$ cat config.mk
export PLATFORM = sky130hd
export DESIGN_NAME = uart_rx_framer_flat
export DESIGN_NICKNAME = d
export VERILOG_FILES = /design/src/rtl/uart_rx_framer_pkg.sv /design/src/rtl/uart_rx_framer_if.sv /design/src/rtl/uart_rx_framer_timer.sv /design/src/rtl/uart_rx_framer.sv /design/src/flat_wrapper.sv
export SDC_FILE = /design/constraint.sdc
export NUM_CORES = 1
export LEC_CHECK = 0
export BUFFER_PORTS_ARGS = -buffer_cell sky130_fd_sc_hd__buf_2
export CAP_MARGIN = 10
export CORE_MARGIN = 1.5
export CORE_UTILIZATION = 56
export CTS_CLUSTER_DIAMETER = 80
export CTS_CLUSTER_SIZE = 14
export DETAILED_ROUTE_END_ITERATION = 10
export PLACE_DENSITY = 0.84
export REMOVE_ABC_BUFFERS = 1
export SLEW_MARGIN = 20
export SYNTH_ARGS = -nofsm -noshare
export SYNTH_HDL_FRONTEND = slang
export SYNTH_SLANG_ARGS = --single-unit
$ cat constraint.sdc
create_clock -name clk -period 2.5 [get_ports clk]
set_input_delay 0 -clock clk [delete_from_list [all_inputs] [get_ports clk]]
set_output_delay 0 -clock clk [all_outputs]
set_load 0.02 [all_outputs]
$ cat src/rtl/uart_rx_framer_pkg.sv
// uart_rx_pkg: shared state encoding and synchronizer reset level for uart_rx_framer.
package uart_rx_pkg;
   typedef enum logic [2:0] {IDLE, START_CHK, RX_BITS, PARITY_CHK, STOP_CHK, LOAD} rx_state_t;
   localparam logic SYNC_RST_VAL = 1'b1;
endpackage

$ cat src/rtl/uart_rx_framer_if.sv
// uart_rx_framer_if: serial line, consumer handshake and status of the framer.
// UART_RX_PARITY_EN adds parity_error.
interface uart_rx_framer_if #(parameter int DATA_BITS = 8);
   logic                 serial_in;
   logic                 data_read;
   logic [DATA_BITS-1:0] rx_data;
   logic                 data_ready;
   logic                 overrun_error;
   logic                 framing_error;
   logic                 busy;
`ifdef UART_RX_PARITY_EN
   logic                 parity_error;
`endif
   modport slave (
      input  serial_in, data_read,
`ifdef UART_RX_PARITY_EN
      output parity_error,
`endif
      output rx_data, data_ready, overrun_error, framing_error, busy
   );
   modport master (
      output serial_in, data_read,
`ifdef UART_RX_PARITY_EN
      input  parity_error,
`endif
      input  rx_data, data_ready, overrun_error, framing_error, busy
   );
endinterface

$ cat src/rtl/uart_rx_framer_timer.sv
// rx_bit_timer: clearable counter running 1..i_max with a one-cycle strobe at rollover.
module rx_bit_timer #(
   parameter int W = 4
) (
   input  logic         clk,
   input  logic         n_rst,
   input  logic         i_clr,
   input  logic         i_en,
   input  logic [W-1:0] i_max,
   output logic         o_tick
);
   logic [W-1:0] r_cnt;
   logic [W-1:0] w_inc;
   assign w_inc  = r_cnt + 1'b1;
   assign o_tick = i_en & (w_inc == i_max);
   always_ff @(posedge clk or negedge n_rst)
      if (!n_rst) r_cnt <= '0;
      else if (i_clr) r_cnt <= '0;
      else if (i_en) r_cnt <= o_tick ? '0 : w_inc;
endmodule

$ cat src/rtl/uart_rx_framer.sv
// uart_rx_framer: start detect, bit timing, LSB-first shift and stop check into a holding register.
// Define UART_RX_PARITY_EN to add an even-parity bit and the parity_error output.
module uart_rx_framer
   import uart_rx_pkg::*;
#(
   parameter int CLKS_PER_BIT = 10,
   parameter int DATA_BITS    = 8
) (
   input logic             clk,
   input logic             n_rst,
   uart_rx_framer_if.slave bus
);
   localparam int TW = $clog2(CLKS_PER_BIT + 1);
   localparam int BW = $clog2(DATA_BITS + 1);
   localparam logic [2:0] S_IDLE  = IDLE;
   localparam logic [2:0] S_START = START_CHK;
   localparam logic [2:0] S_BITS  = RX_BITS;
   localparam logic [2:0] S_STOP  = STOP_CHK;
   localparam logic [2:0] S_LOAD  = LOAD;
`ifdef UART_RX_PARITY_EN
   localparam logic [2:0] S_PAR   = PARITY_CHK;
   logic r_par, r_perr, w_perr;
`endif
   logic [2:0]           r_state, w_next;
   logic                 r_sync1, r_sync2, r_prev;
   logic                 r_stop, r_ready, r_ovr, r_ferr;
   logic [DATA_BITS-1:0] r_shift, r_data;
   logic                 w_fall, w_clr, w_tick, w_bits_done, w_good;
   logic [TW-1:0]        w_period;
   assign w_fall   = r_prev & ~r_sync2;
   assign w_clr    = (w_next != r_state);
   assign w_period = (r_state == S_START) ? TW'(CLKS_PER_BIT / 2) : TW'(CLKS_PER_BIT);
   rx_bit_timer #(.W(TW)) u_period (
      .clk, .n_rst, .i_clr(w_clr), .i_en(r_state != S_IDLE),
      .i_max(w_period), .o_tick(w_tick)
   );
   rx_bit_timer #(.W(BW)) u_bitcnt (
      .clk, .n_rst, .i_clr(w_clr), .i_en(w_tick && r_state == S_BITS),
      .i_max(BW'(DATA_BITS)), .o_tick(w_bits_done)
   );
   always_comb begin
      w_next = r_state;
      case (r_state)
         S_IDLE:  w_next = w_fall ? S_START : S_IDLE;
         S_START: w_next = !w_tick ? S_START : (r_sync2 ? S_IDLE : S_BITS);
`ifdef UART_RX_PARITY_EN
         S_BITS:  w_next = w_bits_done ? S_PAR : S_BITS;
         S_PAR:   w_next = w_tick ? S_STOP : S_PAR;
`else
         S_BITS:  w_next = w_bits_done ? S_STOP : S_BITS;
`endif
         S_STOP:  w_next = w_tick ? S_LOAD : S_STOP;
         default: w_next = S_IDLE;
      endcase
   end
`ifdef UART_RX_PARITY_EN
   assign w_perr = ^{r_shift, r_par};
   assign w_good = r_stop & ~w_perr;
   assign bus.parity_error = r_perr;
   always_ff @(posedge clk or negedge n_rst)
      if (!n_rst) begin
         r_par  <= 1'b0;
         r_perr <= 1'b0;
      end else begin
         if (r_state == S_PAR && w_tick) r_par <= r_sync2;
         if (r_state == S_LOAD) r_perr <= w_perr;
      end
`else
   assign w_good = r_stop;
`endif
   always_ff @(posedge clk or negedge n_rst)
      if (!n_rst) {r_sync1, r_sync2, r_prev} <= {3{SYNC_RST_VAL}};
      else {r_sync1, r_sync2, r_prev} <= {bus.serial_in, r_sync1, r_sync2};
   always_ff @(posedge clk or negedge n_rst)
      if (!n_rst) begin
         r_state <= S_IDLE;
         r_shift <= '0;
         r_stop  <= 1'b0;
         r_data  <= '0;
         r_ready <= 1'b0;
         r_ovr   <= 1'b0;
         r_ferr  <= 1'b0;
      end else begin
         r_state <= w_next;
         if (r_state == S_BITS && w_tick) r_shift <= {r_sync2, r_shift[DATA_BITS-1:1]};
         if (r_state == S_STOP && w_tick) r_stop <= r_sync2;
         if (r_state == S_LOAD) begin
            r_ferr <= ~r_stop;
            if (w_good) begin
               r_data  <= r_shift;
               r_ready <= 1'b1;
               r_ovr   <= r_ready & ~bus.data_read;
            end
         end else if (bus.data_read) begin
            r_ready <= 1'b0;
            r_ovr   <= 1'b0;
         end
      end
   assign bus.rx_data       = r_data;
   assign bus.data_ready    = r_ready;
   assign bus.overrun_error = r_ovr;
   assign bus.framing_error = r_ferr;
   assign bus.busy          = (r_state != S_IDLE);
endmodule

$ cat src/flat_wrapper.sv
// flat-port wrapper written by rule: the top's interface ports become plain ports
module uart_rx_framer_flat import uart_rx_pkg::*;
#(
   parameter int CLKS_PER_BIT = 10,
   parameter int DATA_BITS    = 8
)
  (clk, n_rst, bus_serial_in, bus_data_read, bus_rx_data, bus_data_ready, bus_overrun_error, bus_framing_error, bus_busy);
  uart_rx_framer_if #(.DATA_BITS(DATA_BITS)) bus_i ();
  input logic clk;
  input logic n_rst;
  input wire logic [$bits(bus_i.serial_in)-1:0] bus_serial_in;
  input wire logic [$bits(bus_i.data_read)-1:0] bus_data_read;
  output wire logic [$bits(bus_i.rx_data)-1:0] bus_rx_data;
  output wire logic [$bits(bus_i.data_ready)-1:0] bus_data_ready;
  output wire logic [$bits(bus_i.overrun_error)-1:0] bus_overrun_error;
  output wire logic [$bits(bus_i.framing_error)-1:0] bus_framing_error;
  output wire logic [$bits(bus_i.busy)-1:0] bus_busy;
  assign bus_i.serial_in = bus_serial_in;
  assign bus_i.data_read = bus_data_read;
  assign bus_rx_data = bus_i.rx_data;
  assign bus_data_ready = bus_i.data_ready;
  assign bus_overrun_error = bus_i.overrun_error;
  assign bus_framing_error = bus_i.framing_error;
  assign bus_busy = bus_i.busy;
  uart_rx_framer #(.CLKS_PER_BIT(CLKS_PER_BIT), .DATA_BITS(DATA_BITS)) u_core (.clk(clk), .n_rst(n_rst), .bus(bus_i));
endmodule
# Word level (Yosys, flattened, before mapping)
# Index checks and enable logic that the tools add are counted.
# totals
reg_bits	34
input_bits	4
output_inout_bits	12
word_cells	56
# classes
addsub	2
eq_ne	8
mux	18
n_bitwise	7
n_reduce_logical	9
# op_table
op	n
4-bit two-way mux	7
3-bit one-hot mux with 4 select lines	1
4-bit by 1-bit adder with 4-bit output, second input constant	2
1-bit two-way mux	7
3-bit equality test, second input constant	2
3-bit two-way mux	2
2-bit nonzero test	3
1-bit AND	4
4-bit equality test	1
4-bit equality test, second input constant	1
2-bit AND reduction	2
3-bit by 1-bit equality test with 1-bit output, second input constant	1
3-bit by 2-bit equality test with 1-bit output, second input constant	1
3-bit zero test	1
3-bit inequality test	1
1-bit inverter	3
3-bit nonzero test	1
1-bit logical AND	2
2-bit two-way mux	1
2-bit by 1-bit inequality test with 1-bit output, second input constant	1

# Longest topological paths before layout
# depth
depth_word	10
depth_mapped	7
mapped_depth_nobuf	6

# Modules after synthesis
# Synthesis repeated with hierarchy kept, for this count alone.
# unflattened
hier_cells	147
area_unflattened_um2	1720.4
# modules_own_cells
module	instances	cells_per_inst	area_each_um2	seq_area_each_um2
uart_rx_framer	1	83	1137.3	654.4
rx_bit_timer	2	32	291.5	100.1

# Worst setup path before layout
# Ideal clock, no wire load.
# synth_path
kind	register -> register
startpoint	register u_core.u_period.r_cnt[0]
endpoint	register u_core.r_state[1]
setup_time_ns	0.078
arrival_ns	2.045
required_ns	2.422
slack_ns	0.377
path_stages_with_launch	7
path_buffers	0
period_less_slack_ns	2.123
path_cell_list	dfrtp_1 -> ha_1 -> xnor2_1 -> or4_4 -> o32a_4 -> or3_1 -> a21oi_1
# synth_via
elab_chain_cells	7
elab_cells_between_ends	8
cone_classes	add/sub (1); eq/ne (1); mux (3); bitwise (2); reduce/logical (1)
# synth_rtl
item	line	source
start, declared	uart_rx_framer_timer.sv:12	logic [W-1:0] r_cnt;
start signal, assigned	uart_rx_framer_timer.sv:19	else if (i_en) r_cnt <= o_tick ? '0 : w_inc;
4-bit by 1-bit adder with 4-bit output (*)	uart_rx_framer_timer.sv:14	assign w_inc = r_cnt + 1'b1;
4-bit equality test (*)	uart_rx_framer_timer.sv:15	assign o_tick = i_en & (w_inc == i_max);
1-bit AND (*)	uart_rx_framer_timer.sv:15	
1-bit logical AND	uart_rx_framer.sv:38	.clk, .n_rst, .i_clr(w_clr), .i_en(w_tick && r_state == S_BITS),
1-bit AND	uart_rx_framer_timer.sv:15	
3-bit two-way mux	uart_rx_framer.sv:50	S_BITS: w_next = w_bits_done ? S_STOP : S_BITS;
3-bit one-hot mux with 4 select lines (*)	uart_rx_framer.sv:43	case (r_state)
named net u_core.w_next[1]	uart_rx_framer.sv:24	logic [2:0] r_state, w_next;
end signal, assigned	uart_rx_framer.sv:84	r_state <= w_next;
end, declared	uart_rx_framer.sv:24	
# The timed path passes the listed nets; every way through them passes the cells marked *.
# A chain may end at the register's enable or synchronous reset.

# Worst setup path in the final report
# Same ends and word-level chain as after synthesis.

==> run_results.csv <==
group,metric,value,unit
outcome,status,"finished, final reports clean",
worst_setup_path,critPathMaxFanout,7,
timing,drv_slew,0,
layout,n_antenna_cell,0,
worst_setup_path,reg2regPathDepth,6,
worst_setup_path,crit_end,"u_core.r_state[1]",
drt,drc_errors,0,
placement,hpwl,2.21,mm
clock_tree,clk_latency,320,ps
timing,tightest_slew,727,ps
clock_tree,cts.sinks,34,
grt,grt_pass1_vias,1147,
timing,fmax,0.433,GHz
logic_synthesis,synth_cells,140,
logic_synthesis,async_flop_share,100,%
placement,place_area,1710,sq um
layout,syn2layout_area_growth,15.3,%
drt,drt-initial-drc-count,43,
grt,grt_max_degree,35,
clock_tree,cts_tree,"built",
clock_tree,cts-root-buf,"clkbuf_4",
timing,whs,294,ps
grt,antenna_found_initial,0,
layout,fillers,213,
layout,fin_area,1850,sq um
worst_setup_path,rrSetupSlack,190,ps
worst_setup_path,crit_start,"u_core.u_period.r_cnt[0]",
layout,fin_cells,193,
floorplan,dieArea,3200,sq um
clock_tree,clkSlewWorstSetupHoldPaths,110,ps
floorplan,rows,19,
logic_synthesis,ys.flop_type,"dfrtp_1",
worst_setup_path,critPathRequiredTime,2760,ps
job,maxCapViolations,0,
timing,finalCriticalPeriod,2310,ps
drt,wl_per_cell,16.5,microns
worst_hold_path,hold_class,"input pin to asynchronous set/reset pin",
timing,final-hold-violation-count,0,
grt,overflow,0,
timing,max_slew_margin,51.5,%
timing,fin_worst_skew,16.9,ps
logic_synthesis,synth-edff-count,0,
layout,fin_nets,167,
floorplan,initial_core_util,58.8,%
timing,grt_setup_unrepaired,"false",
drt,first_pass_iters,5,
drt,vias_per_cell,6.04,
floorplan,die_x,56.6,microns
logic_synthesis,yosys-top-cells-area,"dfrtp_1 48%, mux2_2 12%, dfstp_2 4.9%",
timing,fin_crit_sh,92.4,%
logic_synthesis,yosysWarningCount,0,
drt,antenna_left,0,
floorplan,die_h,56.6,microns
pwr,powerDensity,818,nW/um^2
worst_setup_path,path_class,"flip-flop to flip-flop",
worst_setup_path,cp.arrival,2570,ps
worst_setup_path,end_kind,"flip-flop",
grt,track_usage,22.1,%
clock_tree,htree_levels,2,
layout,drive_gt1_share,32.1,%
logic_synthesis,netlist_area,1610,sq um
worst_setup_path,reg2reg_from,"u_core.u_period.r_cnt[0]",
logic_synthesis,ys_seq_elements,34,
clock_tree,cts_max_path_buffers,2,
timing,setup_viol,0,
drt,routed_wl,3.18,mm
clock_tree,postCtsSetupBuffers,0,
grt,grt_pass1_wl,5.41,mm
drt,vias,1166,
timing,fin_tns_setup,0,ps
floorplan,coreArea,2730,sq um
logic_synthesis,synth_top_area_share,48.3,%
placement,post-place-cells,182,
clock_tree,numCtsBuffers,5,
logic_synthesis,ys_types,43,
floorplan,io_pins,16,
placement,gp_congestion,0.908,
logic_synthesis,yosys.area.top_type,"dfrtp_1",
pwr,ir_drop,0.694,mV
pwr,p_total,0.00152,W
worst_setup_path,reg2reg_to,"u_core.r_state[1]",
pwr,p_leak,0.873,nW
placement,numPortBuffers,15,
worst_setup_path,startpoint_type,"flip-flop",
logic_synthesis,synth.avg_cell_area,11.5,sq um
logic_synthesis,ys_seq_area_share,53.2,%
-- worst min-delay path by stage --
stage                              from  slack (ps)                    end
final                             n_rst         290      u_core.r_shift[3]
after CTS                         n_rst         280      u_core.r_shift[3]
after floorplan                   n_rst        -300  u_core.bus.data_ready
after global placement            n_rst          90  u_core.bus.rx_data[6]
after global routing      bus_serial_in         320         u_core.r_sync1
after detailed placement          n_rst         100      u_core.r_shift[5]
-- cells in the mapped netlist (3+ instances only) --
library cell	n
dfstp_2	3
nor3_1	3
mux2_2	17
nand2_1	9
nand2b_1	3
dfrtp_1	31
a21oi_1	8
o211ai_1	4
inv_1	6
nor2b_1	3
nor2_1	9
nor3b_1	3
clkbuf_1	3
-- cells by family after synthesis --
group                    count (synthesis)  synth area share [%]
AO/OA/AOI/OAI                           28                  13.2
XOR/XNOR                                 3                  1.64
AND/OR/NAND/NOR                         44                  15.0
flip-flops                              34                  53.2
multiplexers                            18                  12.5
adder cells (fa/ha/maj)                  2                  1.56
buffers and inverters                   11                  2.88
-- per-stage QoR --
step,util (%),worst slack (ps)
floorplan,-,-241
global placement,62.6,331
detailed placement,62.6,192
CTS,67.6,143
global route,67.8,101
finish,67.8,190
-- power by group --
part	total (W)	internal [W]	switching, W
Sequential	0.000656	0.000591	0.0000652
Clock	0.000495	0.000313	0.000182
Combinational	0.000365	0.000146	0.000219
Total	0.00152	0.00105	0.000466
-- layout make-up --
cell class                 instances  area (sq um)  area share, %
sequential                        34           855           46.1
inverter                           6          22.5           1.22
tap                               31          38.8           2.09
clock inverter                     3          68.8           3.71
multi-input combinational         95           718           38.8
clock buffer                       5          37.5           2.03
timing repair buffer              19           113           6.08
-- state kept, by name (all words and copies together), names as in the netlist --
signal,cells
u_core.r_prev,1
u_core.r_stop,1
u_core.bus.framing_error,1
u_core.r_state,3
u_core.bus.rx_data,8
u_core.bus.data_ready,1
u_core.r_sync1,1
u_core.bus.overrun_error,1
u_core.u_period.r_cnt,4
u_core.u_bitcnt.r_cnt,4
u_core.r_shift,8
u_core.r_sync2,1
-- per-layer routing --
metal / routed length (microns) / GRT usage, % / part of all wire, % / vias up
li1: - / - / - / 545
met1: 1370 / 29.9 / 43 / 587
met3: 137 / 4.15 / 4.3 / 2
met5: 0 / 0 / 0 / -
met4: 19 / 5.78 / 0.60 / 0
met2: 1650 / 36.7 / 52 / 32
-- placed cells by master (no fill, tap or decap), types with 2 or more instances in the layout --
master,synthesis,final
ha_1,2,2
a21oi_1,8,8
buf_2,1,15
nand2b_1,3,3
nor3b_1,3,3
or2_2,2,2
dlygate4sd3_1,0,3
xor2_1,2,2
nor2_1,9,9
a21boi_0,2,2
mux2_2,17,17
o211ai_1,4,4
o21ai_0,2,2
nand2_1,9,9
nor2b_1,3,3
clkbuf_4,0,5
nand4_1,2,2
dfstp_2,3,3
inv_1,6,6
nand3_1,2,2
nor3_1,3,3
bufinv_16,0,2
dfrtp_1,31,31
-- worst max-delay path, cell delays in order, from the launching register on --
cell	delay [ps]
dfrtp_1	440
ha_1	290
xnor2_1	180
or4_4	450
o32a_4	420
or3_1	330
a21oi_1	140
-- timing repair --
item	in CTS	in global routing
hold endpoints to repair	34	0
resized for setup	0	1
hold buffers	3	0
setup endpoints to repair	0	1
No activity file was read; power rests on OpenSTA's default activity.
